**config.mk**
```make
export PLATFORM = sky130hd
export DESIGN_NAME = engine_top_core_flat
export DESIGN_NICKNAME = d
export VERILOG_FILES = /design/src/rtl/engine_top_core_if.sv /design/src/rtl/engine_top_core.sv /design/src/flat_wrapper.sv
export SDC_FILE = /design/constraint.sdc
export NUM_CORES = 1
export LEC_CHECK = 0
export CAP_MARGIN = 20
export CORE_UTILIZATION = 59
export CTS_CLUSTER_DIAMETER = 60
export CTS_CLUSTER_SIZE = 12
export DETAILED_ROUTE_END_ITERATION = 10
export PLACE_DENSITY_LB_ADDON = 0.1
export SETUP_SLACK_MARGIN = 0.02
export SLEW_MARGIN = 20
export SYNTH_ARGS = -nofsm -noshare
export SYNTH_HDL_FRONTEND = slang
export SYNTH_SLANG_ARGS = --single-unit
```
**constraint.sdc**
```tcl
create_clock -name clk -period 4.9 [get_ports clk]
set_input_delay 1.47 -clock clk [delete_from_list [all_inputs] [get_ports clk]]
set_output_delay 1.47 -clock clk [all_outputs]
set_load 0.1 [all_outputs]
```
**src/rtl/engine_top_core_if.sv**
```systemverilog
// engine_top_core_if: configuration, input-word and output-word signals of the
// erasure-coding engine. The master side drives configuration and data, the
// slave side (the engine) returns the parity words and handshake status.
interface engine_top_core_if #(
  parameter int K_MAX            = 4,
  parameter int K_MIN            = 2,
  parameter int W                = 4,
  parameter int PACKET_LENGTH    = 2,
  parameter int BM_MULT_UNIT_NUM = 4
);
  localparam int PCK_TREE_XOR_UNITS_NUM = BM_MULT_UNIT_NUM / K_MIN;
  localparam int BMU_BM_MUX_SEL_W       = $clog2(K_MAX);

  // Configuration
  logic                                                  bmu_bm_mux_sel_reg_wr;
  logic [BM_MULT_UNIT_NUM-1:0][BMU_BM_MUX_SEL_W-1:0]     bmu_bm_mux_sel_reg_din;
  logic                                                  and_mask_mask_reg_wr;
  logic [PCK_TREE_XOR_UNITS_NUM-1:0][K_MAX-1:0]          and_mask_mask_reg_din;  // bit n = input n
  logic [K_MAX-1:0][W-1:0][W-1:0]                        cntl_eng_bm_col_din_reg; // [k][row][bit]
  logic                                                  cntl_eng_bm_col_din_reg_val;
  logic                                                  global_reg_wr_en;

  // Input words
  logic [BM_MULT_UNIT_NUM-1:0][W-1:0][PACKET_LENGTH-1:0] inbuf_eng_din_reg;       // [bmu][packet]
  logic                                                  inbuf_eng_din_reg_val;
  logic                                                  cntrl_eng_calc_en;
  logic                                                  data_used;
  logic                                                  eng_pl_empty;

  // Output words
  logic [PCK_TREE_XOR_UNITS_NUM-1:0][W-1:0][PACKET_LENGTH-1:0] eng_outbuf_dout_reg; // [unit][packet]
  logic                                                  eng_outbuf_wr_req;
  logic                                                  outbuf_eng_wr_ack;
  logic                                                  outbuf_eng_full;

  modport master (
    output bmu_bm_mux_sel_reg_wr, bmu_bm_mux_sel_reg_din, and_mask_mask_reg_wr,
           and_mask_mask_reg_din, cntl_eng_bm_col_din_reg, cntl_eng_bm_col_din_reg_val,
           global_reg_wr_en, inbuf_eng_din_reg, inbuf_eng_din_reg_val, cntrl_eng_calc_en,
           outbuf_eng_wr_ack, outbuf_eng_full,
    input  data_used, eng_pl_empty, eng_outbuf_dout_reg, eng_outbuf_wr_req
  );

  modport slave (
    input  bmu_bm_mux_sel_reg_wr, bmu_bm_mux_sel_reg_din, and_mask_mask_reg_wr,
           and_mask_mask_reg_din, cntl_eng_bm_col_din_reg, cntl_eng_bm_col_din_reg_val,
           global_reg_wr_en, inbuf_eng_din_reg, inbuf_eng_din_reg_val, cntrl_eng_calc_en,
           outbuf_eng_wr_ack, outbuf_eng_full,
    output data_used, eng_pl_empty, eng_outbuf_dout_reg, eng_outbuf_wr_req
  );
endinterface

```
**src/rtl/engine_top_core.sv**
```systemverilog
// engine_top_core: GF(2^W) bit-matrix parity engine. Each BMU multiplies its
// data word by a selectable bit matrix; XOR units combine K_MAX neighbouring
// BMU outputs (stride K_MIN) under a per-unit mask. Valid/ready pipeline with
// input, optional BMU, and output stages.
// Build option: define ENGINE_BMU_PIPE_REG_EN to add the BMU register stage
// (latency 3); by default the BMU feeds the XOR units directly (latency 2).
module engine_top_core #(
  parameter int K_MAX            = 4,
  parameter int K_MIN            = 2,
  parameter int W                = 4,
  parameter int PACKET_LENGTH    = 2,
  parameter int BM_MULT_UNIT_NUM = 4
) (
  input  logic               clk,
  input  logic               rstn,
  input  logic               eng_rstn,
  engine_top_core_if.slave   bus
);
  localparam int PCK_TREE_XOR_UNITS_NUM = BM_MULT_UNIT_NUM / K_MIN;
  localparam int BMU_BM_MUX_SEL_W       = $clog2(K_MAX);
  // Zero-padded BMU span so every unit can address K_MAX inputs.
  localparam int EXT_NUM = (PCK_TREE_XOR_UNITS_NUM - 1) * K_MIN + K_MAX;

  typedef logic [BM_MULT_UNIT_NUM-1:0][W-1:0][PACKET_LENGTH-1:0]       bmu_words_t;
  typedef logic [PCK_TREE_XOR_UNITS_NUM-1:0][W-1:0][PACKET_LENGTH-1:0] unit_words_t;
  typedef logic [K_MAX-1:0][W-1:0][W-1:0]                              bm_set_t;
  typedef logic [BM_MULT_UNIT_NUM-1:0][BMU_BM_MUX_SEL_W-1:0]           sel_set_t;
  typedef logic [PCK_TREE_XOR_UNITS_NUM-1:0][K_MAX-1:0]                mask_set_t;

  // Packet i of BMU b = XOR of data packets j whose bit j is set in row i.
  function automatic bmu_words_t bmu_mult(bmu_words_t d, bm_set_t bm, sel_set_t sel);
    bmu_words_t r;
    r = '0;
    for (int b = 0; b < BM_MULT_UNIT_NUM; b++)
      for (int i = 0; i < W; i++)
        for (int j = 0; j < W; j++)
          if (bm[sel[b]][i][j]) r[b][i] = r[b][i] ^ d[b][j];
    return r;
  endfunction

  // Unit u combines BMUs u*K_MIN .. u*K_MIN+K_MAX-1; missing BMUs read as zero.
  function automatic unit_words_t xor_tree(bmu_words_t m, mask_set_t mask);
    logic [EXT_NUM-1:0][W-1:0][PACKET_LENGTH-1:0] ext;
    unit_words_t r;
    ext = '0;
    r   = '0;
    for (int b = 0; b < BM_MULT_UNIT_NUM; b++) ext[b] = m[b];
    for (int u = 0; u < PCK_TREE_XOR_UNITS_NUM; u++)
      for (int n = 0; n < K_MAX; n++)
        if (mask[u][n]) r[u] = r[u] ^ ext[u*K_MIN+n];
    return r;
  endfunction

  bm_set_t     bm_q, bm_d;
  sel_set_t    sel_q, sel_d;
  mask_set_t   mask_q, mask_d;
  logic        v0_q, v0_d;
  bmu_words_t  d0_q, d0_d;
  logic        v2_q, v2_d;
  unit_words_t dout_q, dout_d;

  logic        wr_req, xfer, ready2, ready0, adv0, accept;
  logic        src2_v, stage1_busy;
  bmu_words_t  src2_bmu;

  assign wr_req = v2_q & ~bus.outbuf_eng_full;
  assign xfer   = wr_req & bus.outbuf_eng_wr_ack;
  assign ready2 = ~v2_q | xfer;
  assign ready0 = ~v0_q | adv0;
  // A word about to be flushed is not reported as consumed.
  assign accept = bus.inbuf_eng_din_reg_val & bus.cntrl_eng_calc_en & ready0 & eng_rstn & rstn;

`ifdef ENGINE_BMU_PIPE_REG_EN
  logic       v1_q, v1_d;
  bmu_words_t bmu_q, bmu_d;

  assign adv0        = ~v1_q | ready2;
  assign src2_v      = v1_q;
  assign src2_bmu    = bmu_q;
  assign stage1_busy = v1_q;

  // Stage 1: register the BMU products of the word leaving stage 0.
  always_comb begin
    v1_d  = v1_q;
    bmu_d = bmu_q;
    if (!eng_rstn) begin
      v1_d = 1'b0;
    end else if (adv0) begin
      v1_d = v0_q;
      if (v0_q) bmu_d = bmu_mult(d0_q, bm_q, sel_q);
    end
  end

  // Stage 1 state register.
  always_ff @(posedge clk or negedge rstn) begin
    if (!rstn) begin
      v1_q  <= 1'b0;
      bmu_q <= '0;
    end else begin
      v1_q  <= v1_d;
      bmu_q <= bmu_d;
    end
  end
`else
  assign adv0        = ready2;
  assign src2_v      = v0_q;
  assign src2_bmu    = bmu_mult(d0_q, bm_q, sel_q);
  assign stage1_busy = 1'b0;
`endif

  // Config loads, and stage 0 / stage 2 advance with flush on eng_rstn.
  always_comb begin
    // NOTE: every always_comb output gets a default first so no path leaves it unassigned (no latch).
    bm_d   = bm_q;
    sel_d  = sel_q;
    mask_d = mask_q;
    v0_d   = v0_q;
    d0_d   = d0_q;
    v2_d   = v2_q;
    dout_d = dout_q;

    if (bus.cntl_eng_bm_col_din_reg_val && bus.global_reg_wr_en) bm_d = bus.cntl_eng_bm_col_din_reg;
    if (bus.bmu_bm_mux_sel_reg_wr) sel_d  = bus.bmu_bm_mux_sel_reg_din;
    if (bus.and_mask_mask_reg_wr)  mask_d = bus.and_mask_mask_reg_din;

    if (!eng_rstn) begin
      v0_d = 1'b0;
    end else if (accept) begin
      v0_d = 1'b1;
      d0_d = bus.inbuf_eng_din_reg;
    end else if (adv0) begin
      v0_d = 1'b0;
    end

    if (!eng_rstn) begin
      v2_d = 1'b0;
    end else if (ready2) begin
      v2_d = src2_v;
      if (src2_v) dout_d = xor_tree(src2_bmu, mask_q);
    end
  end

  // Config and pipeline state registers.
  always_ff @(posedge clk or negedge rstn) begin
    // NOTE: config registers are reset as well, so a fresh engine never computes with X matrices.
    if (!rstn) begin
      bm_q   <= '0;
      sel_q  <= '0;
      mask_q <= '0;
      v0_q   <= 1'b0;
      d0_q   <= '0;
      v2_q   <= 1'b0;
      dout_q <= '0;
    end else begin
      // NOTE: non-blocking assignments so every flop samples pre-edge values.
      bm_q   <= bm_d;
      sel_q  <= sel_d;
      mask_q <= mask_d;
      v0_q   <= v0_d;
      d0_q   <= d0_d;
      v2_q   <= v2_d;
      dout_q <= dout_d;
    end
  end

  assign bus.data_used           = accept;
  assign bus.eng_pl_empty        = ~(v0_q | stage1_busy | v2_q);
  assign bus.eng_outbuf_dout_reg = dout_q;
  assign bus.eng_outbuf_wr_req   = wr_req;
endmodule

```
**src/flat_wrapper.sv**
```systemverilog
// flat-port wrapper written by rule: the top's interface ports become plain ports
module engine_top_core_flat 
#(
  parameter int K_MAX            = 4,
  parameter int K_MIN            = 2,
  parameter int W                = 4,
  parameter int PACKET_LENGTH    = 2,
  parameter int BM_MULT_UNIT_NUM = 4
)
  (clk, rstn, eng_rstn, bus_bmu_bm_mux_sel_reg_wr, bus_bmu_bm_mux_sel_reg_din, bus_and_mask_mask_reg_wr, bus_and_mask_mask_reg_din, bus_cntl_eng_bm_col_din_reg, bus_cntl_eng_bm_col_din_reg_val, bus_global_reg_wr_en, bus_inbuf_eng_din_reg, bus_inbuf_eng_din_reg_val, bus_cntrl_eng_calc_en, bus_outbuf_eng_wr_ack, bus_outbuf_eng_full, bus_data_used, bus_eng_pl_empty, bus_eng_outbuf_dout_reg, bus_eng_outbuf_wr_req);
  engine_top_core_if #(.K_MAX(K_MAX), .K_MIN(K_MIN), .W(W), .PACKET_LENGTH(PACKET_LENGTH), .BM_MULT_UNIT_NUM(BM_MULT_UNIT_NUM)) bus_i ();
  input  logic clk;
  input  logic rstn;
  input  logic eng_rstn;
  input wire logic [$bits(bus_i.bmu_bm_mux_sel_reg_wr)-1:0] bus_bmu_bm_mux_sel_reg_wr;
  input wire logic [$bits(bus_i.bmu_bm_mux_sel_reg_din)-1:0] bus_bmu_bm_mux_sel_reg_din;
  input wire logic [$bits(bus_i.and_mask_mask_reg_wr)-1:0] bus_and_mask_mask_reg_wr;
  input wire logic [$bits(bus_i.and_mask_mask_reg_din)-1:0] bus_and_mask_mask_reg_din;
  input wire logic [$bits(bus_i.cntl_eng_bm_col_din_reg)-1:0] bus_cntl_eng_bm_col_din_reg;
  input wire logic [$bits(bus_i.cntl_eng_bm_col_din_reg_val)-1:0] bus_cntl_eng_bm_col_din_reg_val;
  input wire logic [$bits(bus_i.global_reg_wr_en)-1:0] bus_global_reg_wr_en;
  input wire logic [$bits(bus_i.inbuf_eng_din_reg)-1:0] bus_inbuf_eng_din_reg;
  input wire logic [$bits(bus_i.inbuf_eng_din_reg_val)-1:0] bus_inbuf_eng_din_reg_val;
  input wire logic [$bits(bus_i.cntrl_eng_calc_en)-1:0] bus_cntrl_eng_calc_en;
  input wire logic [$bits(bus_i.outbuf_eng_wr_ack)-1:0] bus_outbuf_eng_wr_ack;
  input wire logic [$bits(bus_i.outbuf_eng_full)-1:0] bus_outbuf_eng_full;
  output wire logic [$bits(bus_i.data_used)-1:0] bus_data_used;
  output wire logic [$bits(bus_i.eng_pl_empty)-1:0] bus_eng_pl_empty;
  output wire logic [$bits(bus_i.eng_outbuf_dout_reg)-1:0] bus_eng_outbuf_dout_reg;
  output wire logic [$bits(bus_i.eng_outbuf_wr_req)-1:0] bus_eng_outbuf_wr_req;
  assign bus_i.bmu_bm_mux_sel_reg_wr = bus_bmu_bm_mux_sel_reg_wr;
  assign bus_i.bmu_bm_mux_sel_reg_din = bus_bmu_bm_mux_sel_reg_din;
  assign bus_i.and_mask_mask_reg_wr = bus_and_mask_mask_reg_wr;
  assign bus_i.and_mask_mask_reg_din = bus_and_mask_mask_reg_din;
  assign bus_i.cntl_eng_bm_col_din_reg = bus_cntl_eng_bm_col_din_reg;
  assign bus_i.cntl_eng_bm_col_din_reg_val = bus_cntl_eng_bm_col_din_reg_val;
  assign bus_i.global_reg_wr_en = bus_global_reg_wr_en;
  assign bus_i.inbuf_eng_din_reg = bus_inbuf_eng_din_reg;
  assign bus_i.inbuf_eng_din_reg_val = bus_inbuf_eng_din_reg_val;
  assign bus_i.cntrl_eng_calc_en = bus_cntrl_eng_calc_en;
  assign bus_i.outbuf_eng_wr_ack = bus_outbuf_eng_wr_ack;
  assign bus_i.outbuf_eng_full = bus_outbuf_eng_full;
  assign bus_data_used = bus_i.data_used;
  assign bus_eng_pl_empty = bus_i.eng_pl_empty;
  assign bus_eng_outbuf_dout_reg = bus_i.eng_outbuf_dout_reg;
  assign bus_eng_outbuf_wr_req = bus_i.eng_outbuf_wr_req;
  engine_top_core #(.K_MAX(K_MAX), .K_MIN(K_MIN), .W(W), .PACKET_LENGTH(PACKET_LENGTH), .BM_MULT_UNIT_NUM(BM_MULT_UNIT_NUM)) u_core (.clk(clk), .rstn(rstn), .eng_rstn(eng_rstn), .bus(bus_i));
endmodule
```
# Yosys cells after proc, flatten, opt, wreduce, memory -nomap -nowiden

Cells that the tools add are included.

Word-level logic and storage cells: 217
Bits in registers: 128
Input bits: 123
Output and inout bits: 19

Multiplexer cells: 95
Reduce and logical (&&, ||, !) cells: 3
Bitwise gates (word level): 65
Equality and inequality tests: 2
Order comparisons: 4

Operator list:

| kind                 | count |
|---|---|
| $mux W8              | 18 |
| $bmux W16 S2         | 4 |
| $mux W2              | 64 |
| $xor A2 B2 Y2        | 48 |
| $mux W16             | 4 |
| $xor A8 B8 Y8        | 4 |
| $lt A2 B3 Y1 const B | 4 |
| $and A1 B1 Y1        | 6 |
| $mux W1              | 5 |
| $not A1 Y1           | 4 |
| $ne A3 B1 Y1 const B | 1 |
| $or A1 B1 Y1         | 3 |
| $reduce_and A3 Y1    | 1 |
| $ne A2 B1 Y1 const B | 1 |
| $reduce_and A2 Y1    | 1 |
| $logic_and A1 B1 Y1  | 1 |

# Longest topological paths before layout

Depth after elaboration: 25
Mapped depth: 9
Gate-level depth less buffers: 7

# Least setup slack after synthesis

Ideal clock, no wire load.

Kind: input to output
From: input bus_outbuf_eng_wr_ack
To: output bus_data_used
Setup slack: 0.248 ns
Required time: 3.430 ns
Cell stages on the path: 4
Path buffers: 1
Arrival time: 3.182 ns
Cells stage by stage: inv_1 -> o21a_1 -> a21oi_1 -> clkbuf_1

Cells in the longest elaborated chain, start to end: 6

RTL lines:

| item                        | RTL line              | text |
|---|---|---|
| start, declared             | flat_wrapper.sv:25    | `input wire logic [$bits(bus_i.outbuf_eng_wr_ack)-1:0] bus_outbuf_eng_wr_ack;` |
| $and A1 B1 Y1               | engine_top_core.sv:67 | `assign xfer = wr_req & bus.outbuf_eng_wr_ack;` |
| $or A1 B1 Y1                | engine_top_core.sv:68 | `assign ready2 = ~v2_q \| xfer;` |
| $or A1 B1 Y1                | engine_top_core.sv:69 | `assign ready0 = ~v0_q \| adv0;` |
| $and A1 B1 Y1 (3 in series) | engine_top_core.sv:71 | `assign accept = bus.inbuf_eng_din_reg_val & bus.cntrl_eng_calc_en & ready0 & eng_rstn & rstn;` |
| end, declared               | flat_wrapper.sv:27    | `output wire logic [$bits(bus_i.data_used)-1:0] bus_data_used;` |

Every way passes these cells.

# Worst setup path in the final report

Same ends and word-level chain as after synthesis.

==> results_dict.tcl <==
set metrics [dict create \
    finalHoldViolCount 0 \
    synth_nets 868 \
    clk_path_buf_depth 2 \
    dp.cells 1030 \
    largest_reg_flops 64 \
    io_buffers 139 \
    power_density_nw_per_um2 503 \
    synth_area_leaders "dfrtp_1 (38%), mux2_2 (14%), xnor2_1 (8.2%), mux4_2 (6.9%), mux2i_1 (6.2%)" \
    worstSetupStartpointType "input pin" \
    synth-simple-area-share_pct 7.59 \
    yosys.area_share.adder_pct 0 \
    die_area_um2 14800 \
    cts_tree "yes" \
    routedWlPerCell_um 23.3 \
    tightest_slew_ps 967 \
    antenna_found_initial 0 \
    ctsResizeCount 0 \
    numCtsBuffers 17 \
    status "complete, no violations" \
    slowest_stage "clkdlybuf4s50_1" \
    grt_usage_pct 35.3 \
    instances_no_fill 1062 \
    critPathCaptureType "output port" \
    cp_max_fo 3 \
    ys_async_sr_fraction_pct 100 \
    finalWirelength_um 24800 \
    slew_headroom_pct 35.3 \
    leakagePower_nw 4.20 \
    cts_root_buffer "clkbuf_16" \
    num_vias 6916 \
    drc 0 \
    netlist_area_um2 8450 \
    synth.distinct_cells 39 \
    n_fill_cell 896 \
    fmax_mhz 245 \
    ios 142 \
    post_cts_buffers 0 \
    syn_avg_cell_area_um2 11.3 \
    yosys_warnings 0 \
    yosys.area.top_type "dfrtp_1" \
    synth_top_family_by_area "multiplexers" \
    layout_min_cycle_time_ps 4080 \
    critPathArrivalTime_ps 2610 \
    grt_max_degree 75 \
    dr.pass1.iters 6 \
    area_growth_pct 24.4 \
    die_width_um 122 \
    first_global_vias 6970 \
    die_h_um 122 \
    hold_buffers 0 \
    clock_latency_ps 430 \
    synth_edf_count 0 \
    fin_util_pct 75.5 \
    slowest_delay_ps 460 \
    viasPerCell 6.51 \
    ys_seq_area_share_pct 37.9 \
    setup_viol 0 \
    multi_input_area_um2 5040 \
    timing.final.crit_share_pct 83.2 \
    grt_pass1_wl_um 38300 \
    cp.required_ps 3430 \
    drive_gt1_share_pct 20.5 \
    synth_compound_area_share_pct 9.86 \
    seq_area_um2 3200 \
    cts_max_level 4 \
    core-area_um2 13900 \
    netlist_instances 745 \
    core.rowCount 43 \
    diodes 0 \
    synth_seq_cells 128 \
    cts_sinks 128 \
    path_cells "clkdlybuf4s50_1 -> inv_1 -> o21a_1 -> a21oi_4 -> buf_12" \
    clk_pin_slew_worst_paths_ps 60 \
    ir_drop_v 0.000328 \
    finalSetupTns_ps 0 \
    overflow 0 \
    dr.first_iter.drc_count 583 \
    min_path_type "flip-flop to flip-flop" \
    synthFlopType "dfrtp_1" \
    crit_type "input pin to output port" \
    nNetsFinal 992 \
    synth_mux_area_share_pct 31.2 \
    drv_cap 0 \
    initial_utilization_pct 60.7 \
    antenna_left 0 \
    rsz0062_at_grt "no" \
    routabilityCongestion 0.930 \
    fin_skew_ps 8.56 \
    dpl.hpwl_um 18900 \
    synth_xor_area_share_pct 10.9 \
    slew_viol_final 0 \
    yosysTopAreaCellShare_pct 37.9 \
]
## worst max-delay path, delay by kind of cell
| kind | cells | cell delay [ps] |
|---|---|---|
| AOI/OAI and AO/OA | 2 | 430 |
| buffers and inverters | 3 | 700 |
## metrics by stage
step                      power (mW)  hold WS (ps)  instance area [um2]  setup WS, ps
after floorplan                 3.28           505                 8450           248
after global placement          3.93           461                 9930           864
after detailed placement        4.01           476                 9940           837
after CTS                       5.26           488                10500           828
after global routing            5.50           507                10500           784
final                           5.29           483                10500           824
## path summary, 6_finish.rpt
kind | endpoint | cells past startpoint | slack, ps | start
max | bus_data_used | 5 | 820 | bus_outbuf_eng_wr_ack
max in group asynchronous | u_core.sel_q[3] | 3 | 2300 | rstn
min in group asynchronous | u_core.v2_q | 2 | 1170 | rstn
max reg2reg | u_core.bus.eng_outbuf_dout_reg[5] | 8 | 1650 | u_core.sel_q[7]
min reg2reg | u_core.bus.eng_outbuf_dout_reg[10] | 2 | 480 | u_core.bus.eng_outbuf_dout_reg[10]
min | u_core.bus.eng_outbuf_dout_reg[10] | 2 | 480 | u_core.bus.eng_outbuf_dout_reg[10]
## synthesized netlist by cell type (all sizes together), types with 2 or more instances
cell and instances:
dfrtp 128, nand2 123, mux2 108, xnor2 79
mux2i 52, o22ai 51, mux4 38, xor2 25
clkbuf 21, buf 20, a211o 16, nand2b 16
o211ai 16, o21ai 11, nor2 5, a211oi 4
a22oi 4, a31oi 4, and4 4, o211a 4
o31ai 4, clkinv 2, o21a 2
## routing by layer
layer	GRT usage (%)	part of all wire [%]	routed length [um]	vias to the layer above
li1	-	-	-	3007
met1	43.0	40	9800	3430
met2	58.6	48	11900	386
met3	7.87	7.3	1810	93
met4	18.8	5.1	1260	0
met5	0	0	0	-
## cells by family (layout without fill, tap and decap cells)
| group | after synthesis | in the layout |
|---|---|---|
| mux | 198 | 198 |
| simple gates | 152 | 152 |
| flops | 128 | 128 |
| compound gates | 119 | 119 |
| xor+xnor | 104 | 104 |
| buf+inv | 44 | 181 |
## final cells by class
| cell class | instances | share of cell area (%) |
|---|---|---|
| tap | 180 | 2.14 |
| timing repair buffer | 146 | 13.9 |
| multi-input combinational | 573 | 48.0 |
| sequential | 128 | 30.5 |
| clock inverter | 13 | 1.33 |
| inverter | 3 | 0.107 |
| clock buffer | 19 | 4.12 |
## cells in the final DEF (no fill, tap or decap), types with 2 or more instances in the layout
master / instances
a211oi_1: 4
nor2_1: 5
dfrtp_1: 127
clkinv_2: 3
o21ai_0: 11
a22oi_1: 4
clkdlybuf4s50_1: 136
nand2_2: 2
clkbuf_1: 2
clkinvlp_4: 4
mux2i_1: 52
nand2b_1: 16
mux2_2: 108
o31ai_1: 4
a31oi_1: 4
nand2_1: 121
o21a_1: 2
xor2_1: 24
o22ai_1: 50
xnor2_1: 79
o211a_1: 4
buf_4: 8
a211o_1: 16
clkinv_1: 2
and4_1: 4
o211ai_1: 16
mux4_2: 26
clkinv_4: 3
mux4_1: 12
bufinv_16: 2
clkbuf_16: 17
## where the power goes
part	leakage [nW]	switching (mW)	internal, mW	total, mW
Sequential	1.53	0.312	1.27	1.58
Combinational	2.40	1.47	1.00	2.47
Clock	0.269	0.489	0.748	1.24
(Power assumes the default switching activity.)
